<file path="src/rtl/qc_seq_pkg.sv">
// Shared definitions for the gate-sequence source/multiplier pair:
// default widths, sequencer state encoding and gate code values.
package qc_seq_pkg;

    localparam int DEPTH_DEF  = 32;
    localparam int IDX_W_DEF  = 5;
    localparam int GATE_W_DEF = 5;

    typedef enum logic [2:0] {
        IDLE        = 3'd0,
        WAIT_FREE   = 3'd1,
        WAIT_ACCEPT = 3'd2,
        WAIT_DONE   = 3'd3,
        FINISH      = 3'd4
    } seq_state_e;

    // Gate codes understood by sequence_multiplier.
    localparam logic [GATE_W_DEF-1:0] GATE_I    = 5'd0;
    localparam logic [GATE_W_DEF-1:0] GATE_X    = 5'd1;
    localparam logic [GATE_W_DEF-1:0] GATE_Y    = 5'd2;
    localparam logic [GATE_W_DEF-1:0] GATE_Z    = 5'd3;
    localparam logic [GATE_W_DEF-1:0] GATE_H    = 5'd4;
    localparam logic [GATE_W_DEF-1:0] GATE_S    = 5'd5;
    localparam logic [GATE_W_DEF-1:0] GATE_SDG  = 5'd6;
    localparam logic [GATE_W_DEF-1:0] GATE_T    = 5'd7;
    localparam logic [GATE_W_DEF-1:0] GATE_TDG  = 5'd8;
    localparam logic [GATE_W_DEF-1:0] GATE_CNOT = 5'd9;

endpackage

</file>
<file path="src/rtl/gate_sequence_source_if.sv">
// Gate-sequence hand-off between the source (master) and the
// sequence multiplier (slave).
interface gate_sequence_source_if
    import qc_seq_pkg::*;
#(
    parameter int IDX_W  = IDX_W_DEF,
    parameter int GATE_W = GATE_W_DEF
);

    logic [IDX_W-1:0]  seq_index;
    logic [GATE_W-1:0] seq_gate;
    logic              ready;
    logic              first;
    logic              seq_done;
    logic              available;
    logic              mult_done;

    modport master (
        output seq_index,
        output seq_gate,
        output ready,
        output first,
        output seq_done,
        input  available,
        input  mult_done
    );

    modport slave (
        input  seq_index,
        input  seq_gate,
        input  ready,
        input  first,
        input  seq_done,
        output available,
        output mult_done
    );

endinterface

</file>
<file path="src/rtl/gate_sequence_source_gate_table.sv">
// Gate code register file: one synchronous write port, one combinational
// read port. Contents survive reset; out-of-range writes are dropped.
module gate_table
    import qc_seq_pkg::*;
#(
    parameter int DEPTH  = DEPTH_DEF,
    parameter int IDX_W  = IDX_W_DEF,
    parameter int GATE_W = GATE_W_DEF
) (
    input  logic              clk,
    input  logic              we,
    input  logic [IDX_W-1:0]  waddr,
    input  logic [GATE_W-1:0] wdata,
    input  logic [IDX_W-1:0]  raddr,
    output logic [GATE_W-1:0] rdata
);

    localparam logic [IDX_W:0] DEPTH_L = (IDX_W+1)'(DEPTH);

    logic [GATE_W-1:0] mem [DEPTH];
    logic              wr_ok;

    assign wr_ok = we && ({1'b0, waddr} < DEPTH_L);

    always_ff @(posedge clk) begin
        if (wr_ok) begin
            mem[waddr] <= wdata;
        end
    end

    assign rdata = mem[raddr];

endmodule

</file>
<file path="src/rtl/gate_sequence_source.sv">
// Streams the programmed gate table from seq_length-1 down to 0 toward the
// sequence multiplier, paced by available, then reports seq_done.
//
// state       | meaning
// ------------+-----------------------------------------------------------
// IDLE        | table writable, waiting for start
// WAIT_FREE   | entry at cursor pending, waiting for available
// WAIT_ACCEPT | entry issued, waiting for consumer to drop available
// WAIT_DONE   | last entry handed off, waiting for mult_done
// FINISH      | seq_done cycle, back to IDLE
module gate_sequence_source
    import qc_seq_pkg::*;
#(
    parameter int DEPTH  = DEPTH_DEF,
    parameter int IDX_W  = IDX_W_DEF,
    parameter int GATE_W = GATE_W_DEF
) (
    input  logic                 clk,
    input  logic                 reset,
    input  logic                 load_en,
    input  logic [IDX_W-1:0]     load_addr,
    input  logic [GATE_W-1:0]    load_gate,
    input  logic [IDX_W:0]       seq_length,
    input  logic                 start,
    output logic                 busy,
    gate_sequence_source_if.master seq_if
);

    localparam logic [IDX_W:0] DEPTH_L = (IDX_W+1)'(DEPTH);

    seq_state_e        state, state_nxt;
    logic [IDX_W-1:0]  cursor, cursor_nxt;
    logic              first_pend, first_pend_nxt;
    logic [IDX_W-1:0]  index_q, index_nxt;
    logic [GATE_W-1:0] gate_q, gate_nxt;
    logic              ready_q, ready_nxt;
    logic              first_q, first_nxt;
    logic              done_q, done_nxt;

    logic              table_we;
    logic [GATE_W-1:0] rd_gate;
    logic [IDX_W:0]    len_clamped;
    logic [IDX_W:0]    len_m1;

    assign table_we = load_en && (state == IDLE);

    gate_table #(
        .DEPTH  (DEPTH),
        .IDX_W  (IDX_W),
        .GATE_W (GATE_W)
    ) u_gate_table (
        .clk   (clk),
        .we    (table_we),
        .waddr (load_addr),
        .wdata (load_gate),
        .raddr (cursor),
        .rdata (rd_gate)
    );

    // Lengths beyond the table stream the whole table.
    assign len_clamped = (seq_length > DEPTH_L) ? DEPTH_L : seq_length;
    assign len_m1      = len_clamped - 1'b1;

    always_ff @(posedge clk) begin
        if (reset) begin
            state      <= IDLE;
            cursor     <= '0;
            first_pend <= 1'b0;
            index_q    <= '0;
            gate_q     <= '0;
            ready_q    <= 1'b0;
            first_q    <= 1'b0;
            done_q     <= 1'b0;
        end else begin
            state      <= state_nxt;
            cursor     <= cursor_nxt;
            first_pend <= first_pend_nxt;
            index_q    <= index_nxt;
            gate_q     <= gate_nxt;
            ready_q    <= ready_nxt;
            first_q    <= first_nxt;
            done_q     <= done_nxt;
        end
    end

    always_comb begin
        state_nxt      = state;
        cursor_nxt     = cursor;
        first_pend_nxt = first_pend;
        index_nxt      = index_q;
        gate_nxt       = gate_q;
        ready_nxt      = 1'b0;
        first_nxt      = 1'b0;
        done_nxt       = 1'b0;

        case (state)
            IDLE: begin
                if (start) begin
                    if (seq_length == '0) begin
                        state_nxt = FINISH;
                        done_nxt  = 1'b1;
                    end else begin
                        cursor_nxt     = len_m1[IDX_W-1:0];
                        first_pend_nxt = 1'b1;
                        state_nxt      = WAIT_FREE;
                    end
                end
            end
            WAIT_FREE: begin
                if (seq_if.available) begin
                    index_nxt = cursor;
                    gate_nxt  = rd_gate;
                    ready_nxt = 1'b1;
                    first_nxt = first_pend;
                    state_nxt = WAIT_ACCEPT;
                end
            end
            WAIT_ACCEPT: begin
                // Consumer acknowledges by dropping available.
                if (!seq_if.available) begin
                    if (cursor == '0) begin
                        state_nxt = WAIT_DONE;
                    end else begin
                        cursor_nxt     = cursor - 1'b1;
                        first_pend_nxt = 1'b0;
                        state_nxt      = WAIT_FREE;
                    end
                end
            end
            WAIT_DONE: begin
                if (seq_if.mult_done) begin
                    state_nxt = FINISH;
                    done_nxt  = 1'b1;
                end
            end
            FINISH: begin
                state_nxt = IDLE;
            end
            default: begin
                state_nxt = IDLE;
            end
        endcase
    end

    assign busy             = (state != IDLE);
    assign seq_if.seq_index = index_q;
    assign seq_if.seq_gate  = gate_q;
    assign seq_if.ready     = ready_q;
    assign seq_if.first     = first_q;
    assign seq_if.seq_done  = done_q;

endmodule

</file>
<file path="src/flat_wrapper.sv">
// flat-port wrapper written by rule: the top's interface ports become plain ports
module gate_sequence_source_flat import qc_seq_pkg::*;
#(
    parameter int DEPTH  = DEPTH_DEF,
    parameter int IDX_W  = IDX_W_DEF,
    parameter int GATE_W = GATE_W_DEF
)
  (clk, reset, load_en, load_addr, load_gate, seq_length, start, busy, seq_if_seq_index, seq_if_seq_gate, seq_if_ready, seq_if_first, seq_if_seq_done, seq_if_available, seq_if_mult_done);
  gate_sequence_source_if #(.IDX_W(IDX_W), .GATE_W(GATE_W)) seq_if_i ();
  input  logic clk;
  input  logic reset;
  input  logic load_en;
  input  logic [IDX_W-1:0] load_addr;
  input  logic [GATE_W-1:0] load_gate;
  input  logic [IDX_W:0] seq_length;
  input  logic start;
  output logic busy;
  output wire logic [$bits(seq_if_i.seq_index)-1:0] seq_if_seq_index;
  output wire logic [$bits(seq_if_i.seq_gate)-1:0] seq_if_seq_gate;
  output wire logic [$bits(seq_if_i.ready)-1:0] seq_if_ready;
  output wire logic [$bits(seq_if_i.first)-1:0] seq_if_first;
  output wire logic [$bits(seq_if_i.seq_done)-1:0] seq_if_seq_done;
  input wire logic [$bits(seq_if_i.available)-1:0] seq_if_available;
  input wire logic [$bits(seq_if_i.mult_done)-1:0] seq_if_mult_done;
  assign seq_if_seq_index = seq_if_i.seq_index;
  assign seq_if_seq_gate = seq_if_i.seq_gate;
  assign seq_if_ready = seq_if_i.ready;
  assign seq_if_first = seq_if_i.first;
  assign seq_if_seq_done = seq_if_i.seq_done;
  assign seq_if_i.available = seq_if_available;
  assign seq_if_i.mult_done = seq_if_mult_done;
  gate_sequence_source #(.DEPTH(DEPTH), .IDX_W(IDX_W), .GATE_W(GATE_W)) u_core (.clk(clk), .reset(reset), .load_en(load_en), .load_addr(load_addr), .load_gate(load_gate), .seq_length(seq_length), .start(start), .busy(busy), .seq_if(seq_if_i));
endmodule
</file>
<file path="config.mk">
export PLATFORM = sky130hd
export DESIGN_NAME = gate_sequence_source_flat
export DESIGN_NICKNAME = d
export VERILOG_FILES = /design/src/rtl/qc_seq_pkg.sv /design/src/rtl/gate_sequence_source_if.sv /design/src/rtl/gate_sequence_source_gate_table.sv /design/src/rtl/gate_sequence_source.sv /design/src/flat_wrapper.sv
export SDC_FILE = /design/constraint.sdc
export NUM_CORES = 1
export LEC_CHECK = 0
export CAP_MARGIN = 0
export CORE_MARGIN = 2
export CORE_UTILIZATION = 64
export CTS_CLUSTER_DIAMETER = 80
export DETAILED_ROUTE_END_ITERATION = 16
export GPL_TIMING_DRIVEN = 0
export HOLD_SLACK_MARGIN = 0.15
export MAX_ROUTING_LAYER = met4
export PLACE_DENSITY = 0.84
export SYNTH_ARGS = -nofsm -noshare
export SYNTH_HDL_FRONTEND = slang
export SYNTH_SLANG_ARGS = --single-unit
</file>
<file path="constraint.sdc">
create_clock -name clk -period 4.2 [get_ports clk]
set_input_delay 1.26 -clock clk [delete_from_list [all_inputs] [get_ports clk]]
set_output_delay 1.26 -clock clk [all_outputs]
set_load 0.01 [all_outputs]
</file>
**Yosys cells after proc, flatten, opt, wreduce, memory -nomap -nowiden**

Memories as Yosys holds them, arrays and structs flattened. A register that Yosys moved wholly into a read port is not among the register bits.
Index checks and enable logic that the tools add are counted.

- Register bits: 17
- Memory bits (writable): 160
- Output and inout bits: 14
- Memories: 1

Memories:

| memory | depth | bits a word | rd ports | clocked after memory_dff | wr ports | line | text |
|---|---|---|---|---|---|---|---|
| u_core.u_gate_table.mem | 32 | 5 | 1 | 1 | 1 | gate_sequence_source_gate_table.sv:20 | `logic [GATE_W-1:0] mem [DEPTH];` |

- Add/sub/neg operators: 2
- Magnitude comparators: 1
- Equal/unequal tests: 9
- Mux-type cells: 25
- Bitwise logic cells: 2
- Reductions and logical operators: 11

Operators with widths:

| cell | number |
|---|---|
| $mux W5 | 5 |
| $mux W3 | 5 |
| $ne A2 B2 Y1 const B | 6 |
| $pmux W3 S4 | 1 |
| $mux W1 | 10 |
| $pmux W5 S2 | 1 |
| $sub A5 B1 Y5 const B | 2 |
| $eq A3 B2 Y1 const B | 2 |
| $gt A6 B6 Y1 const B | 1 |
| $logic_not A6 Y1 | 1 |
| $logic_not A5 Y1 | 1 |
| $reduce_and A5 Y1 | 1 |
| $pmux W1 S2 | 2 |
| $reduce_and A4 Y1 | 1 |
| $eq A3 B1 Y1 const B | 1 |
| $logic_not A3 Y1 | 1 |
| $reduce_bool A3 Y1 | 1 |
| $reduce_or A3 Y1 | 1 |
| $mux W2 | 1 |
| $not A1 Y1 | 2 |
| $reduce_and A2 Y1 | 1 |
| $reduce_bool A2 Y1 | 1 |
| $reduce_or A2 Y1 | 1 |
| $logic_and A1 B1 Y1 | 1 |

**Longest topological paths before layout**

- Depth after elaboration: 6
- Depth in mapped cells: 9
- Depth with buffers taken out: 8

**Modules after synthesis**

A second synthesis with hierarchy kept.

- Cells, all modules: 409
- Area total of the unflattened synthesis: 7320.8 um^2

Modules (own cells, without submodules):

| module | times used | cells each | area an instance (um^2) |
|---|---|---|---|
| gate_table | 1 | 272 | 6244.7 |
| gate_sequence_source | 1 | 137 | 1076.0 |

**Least setup slack after synthesis**

No wires, ideal clock.

- Path kind: input to register
- From: input port seq_length[0]
- To: register u_core.cursor[4]
- Setup time: 0.070 ns
- Arrival: 2.448 ns
- Slack: 1.681 ns
- Cell stages on the path: 7
- Cell sequence: nor2b_1 > mux2i_1 > ha_1 > inv_1 > a2111oi_0 > o21ai_1 > a21oi_1

- Longest elaborated chain between the ends: 6

Ends and longest elaborated chain:

| element | line | text |
|---|---|---|
| start: declaration | flat_wrapper.sv:15 | `input logic [IDX_W:0] seq_length;` |
| $gt A6 B6 Y1 | gate_sequence_source.sv:61 | `assign len_clamped = (seq_length > DEPTH_L) ? DEPTH_L : seq_length;` |
| $mux W5 | gate_sequence_source.sv:61 |  |
| $sub A5 B1 Y5 | gate_sequence_source.sv:62 | `assign len_m1 = len_clamped - 1'b1;` |
| $mux W5 | gate_sequence_source.sv:99 | `if (seq_length == '0) begin` |
| $mux W5 | gate_sequence_source.sv:98 | `if (start) begin` |
| $pmux W5 S2 | gate_sequence_source.sv:96 | `case (state)` |
| end signal: assignment | gate_sequence_source.sv:76 | `cursor <= cursor_nxt;` |
| end: declaration | gate_sequence_source.sv:32 | `logic [IDX_W-1:0] cursor, cursor_nxt;` |

Parallel ways exist; a longest one is shown, timed or not. The select of a mux whose other input is x is not followed.
A chain may end at the register's enable or synchronous reset.

**Final worst setup path**

- From: register u_core.state[1]
- To: output port busy

- Longest elaborated chain between the ends: 1

Ends and longest elaborated chain:

| element | line | text |
|---|---|---|
| start: declaration | gate_sequence_source.sv:31 | `seq_state_e state, state_nxt;` |
| start signal: assignment | gate_sequence_source.sv:75 | `state <= state_nxt;` |
| $reduce_bool A3 Y1 | gate_sequence_source.sv:145 | `assign busy = (state != IDLE);` |
| end: declaration | flat_wrapper.sv:17 | `output logic busy;` |

No other way between the ends.

==> flow_summary.toml <==
[sta]
drv_slew = 0
worst_slew_pin_slew_ns = 1.20
period_needed_ns = 3.40
slew_headroom_pct = 19.9
rsz0062_at_grt = "false"
timing_hold_violations_final = 0
finClkSkew_ns = 0.00914
max_freq_mhz = 294
finalSetupTns_ns = 0
fin_crit_sh_pct = 81.0
setup_viol = 0

[synthesis]
yosys_warnings = 0
synth-seq-area-share_pct = 69.4
avgSynthCellArea_um2 = 16.0
ys.flop_type = "edfxtp_1"
synth_edf_count = 160
synth-seq-cells = 182
syn_nets = 496
synth_top_area_share_pct = 63.6
synthArstFlopShare_pct = 0
yosys-top-cells-area = "edfxtp_1, mux4_2, dfxtp_1"
syn-cell-area_um2 = 7560
synth_cell_types = 52
synth_cells = 473
yosys.area.top_type = "edfxtp_1"

[pwr]
p_seq_share_pct = 46.3
ir_worst_vdd_mv = 0.347
power_density_nw_per_um2 = 503
internal-power_mw = 3.26
p_sw_mw = 1.11
swShare_pct = 25.5
p_clk_share_pct = 37.5
p_total_mw = 4.38
total_leakage_power_nw = 2.77
combPwrFrac_pct = 16.3

[global_route]
grt_pass1_vias = 4456
grt_pass1_wl_mm = 25.5
grt-ovfl-total = 0
grt_util_all_layers_pct = 28.7
antenna_found_initial = 0
grt_start_max_net_pins = 33

[die]
core_um2 = 11500
die_y_um = 113
die_w_um = 113
rows = 39
ios = 36
die_area_um2 = 12700
start_util_pct = 65.9

[final_layout]
design_area_um2 = 8700
antenna_cells = 0
nets = 550
drive_gt1_share_pct = 17.4
area_delta_synth_final_pct = 15.1
finalNonFillerCells = 683

[critical_path]
cp_max_fo = 10
critPathSlowestCell = "nor3_1"
path_depth = 4
critPathRequiredTime_ns = 2.94
cp_top_family = "buffers and inverters"
endpoint_kind = "primary output"
timing.rr.start = "u_core.state[1]"
rrSetupSlack_ns = 1.60
startpoint_type = "flip-flop"
crit_buf_inv = 3
reg2reg_depth = 6
crit_path_start = "u_core.state[1]"
slowest_delay_ns = 0.59
cp-endpoint = "busy"
r2r_end = "u_core.u_gate_table.mem[17][0]"
crit_chain = "clkbuf_1 -> nor3_1 -> inv_1 -> clkdlybuf4s50_1"
criticalPathCategory = "flip-flop to primary output"
worstPathArrival_ns = 2.14

[clock_tree]
clockRootBuffer = "clkbuf_16"
cts_tree = "done"
clock_path_buffers = 2
path_clk_slew_ns = 0.07
postCtsHoldBufs = 0
post_cts_resized = 0
cts_made_buffers = 17
cts_setup_buffers = 0
cts.sinks = 182
h-tree-depth = 4
worstSkewPairLatency_ns = 0.43

[drt]
ant_nets = 0
m1WireLength_mm = 6.63
wl_per_cell_um = 24.8
vias = 4594
drt_iter0_drc = 629
routed-wl-met2_mm = 8.16
drt_wl_total_mm = 17.0
routed_via_density = 6.73
highest_layer = "met4"
route.detailed.drc = 0
wl_met3_mm = 1.61
dr.pass1.iters = 5

[placement]
dp.cells = 651
dpl_cell_area_um2 = 8090
port_buffers = 35
dp_hpwl_mm = 10.9
place.gp.congestion = 0.895

[hold_path]
min_path_type = "flip-flop to flip-flop"
worstHoldStart = "u_core.seq_if.seq_index[0]"

[job]
drv_cap = 0

[run_status]
status = "finished, final reports clean"
==> per-layer routing <==
metal,vias up,global-route usage (%)
li1,1961,-
met1,2276,37.3
met2,301,43.8
met3,56,7.61
met4,0,11.5
met5,-,-
==> synthesized netlist by cell type (2+ instances only) <==
master and number:
buf_4 5, a211o_1 3, nor3b_1 2, dfxtp_1 22
nand2b_1 8, nand3_1 8, o21ai_1 2, a211oi_1 2
a31oi_1 5, a221oi_1 2, clkbuf_1 5, mux2i_1 20
a21oi_1 15, nand2_1 31, a32oi_1 3, edfxtp_1 160
mux2_2 6, and3_1 3, o21ai_0 5, buf_2 8
o22ai_1 5, a22oi_1 2, buf_6 4, nor2_1 51
nor4_1 2, a2111oi_0 5, mux4_2 30, nor3_1 11
inv_1 3, nor2b_1 16, a2111oi_2 4, or2_2 2
buf_1 4
==> logic make-up after synthesis <==
group | share of synthesized area (%)
buffers and inverters | 2.48
and+or+nand+nor | 8.96
adders and majority gates | 0.166
AOI/OAI and AO/OA | 5.88
muxes | 13.0
DFF | 69.4
xor gates and xnor gates | 0.116
==> cell usage in the layout, fill, tap and decap left out, types with 11 or more instances in the layout <==
master,netlist,routed
clkbuf_16,0,17
mux4_2,30,30
mux2i_1,20,20
edfxtp_1,160,160
clkdlybuf4s50_1,0,35
dfxtp_1,22,22
a21oi_1,15,15
nor2b_1,16,16
nor3_1,11,11
nor2_1,51,51
nand2_1,31,31
==> flip-flops by register name, summed over array words and instances (netlist names) <==
| register | count |
|---|---|
| u_core.seq_if.seq_gate | 5 |
| u_core.seq_if.first | 1 |
| u_core.state | 3 |
| u_core.seq_if.seq_index | 5 |
| u_core.cursor | 5 |
| u_core.u_gate_table.mem | 160 |
| u_core.seq_if.seq_done | 1 |
| u_core.first_pend | 1 |
| u_core.seq_if.ready | 1 |
==> worst min-delay path: stages, from the launching register on <==
cell and delay, ns:
dfxtp_1 0.31, nand2_1 0.05, a21oi_1 0.05
==> metrics by stage <==
stage | hold WS [ns] | worst slack, ns | util [%]
6_report | 0.458 | 0.798 | 75.8
5_1_grt | 0.477 | 0.713 | 75.8
4_1_cts | 0.456 | 0.861 | 75.8
3_5_place_dp | 0.446 | 0.913 | 70.5
3_3_place_gp | 0.439 | 0.968 | 70.5
2_1_floorplan | 0.431 | 1.68 | -
==> how the worst min path moves through the flow <==
stage	to	cells after the start
after floorplan	u_core.seq_if.first	1
after global placement	u_core.seq_if.first	1
after detailed placement	u_core.seq_if.seq_index[2]	2
after CTS	u_core.seq_if.seq_index[2]	2
after global routing	u_core.seq_if.seq_index[3]	2
final	u_core.seq_if.seq_index[0]	2
==> power by group through the flow <==
stage          Combinational, mW  Clock [mW]  Sequential, mW
5_1_grt                    0.751        1.72            2.03
6_report                   0.713        1.64            2.02
2_1_floorplan              0.468           0            2.06
3_3_place_gp               0.670           0            2.06
4_1_cts                    0.703        1.65            2.02
3_5_place_dp               0.692           0            2.06
==> cell type report <==
cell class	instances	area, um^2
Tap cell	143	179
Clock inverter	14	171
Inverter	3	11.3
Fill cell	644	2770
Clock buffer	18	439
Sequential cell	182	5250
Timing Repair Buffer	35	350
Buffer	27	176
Multi-Input combinational cell	261	2120
Note: power is estimated with default switching activity, not from simulation.
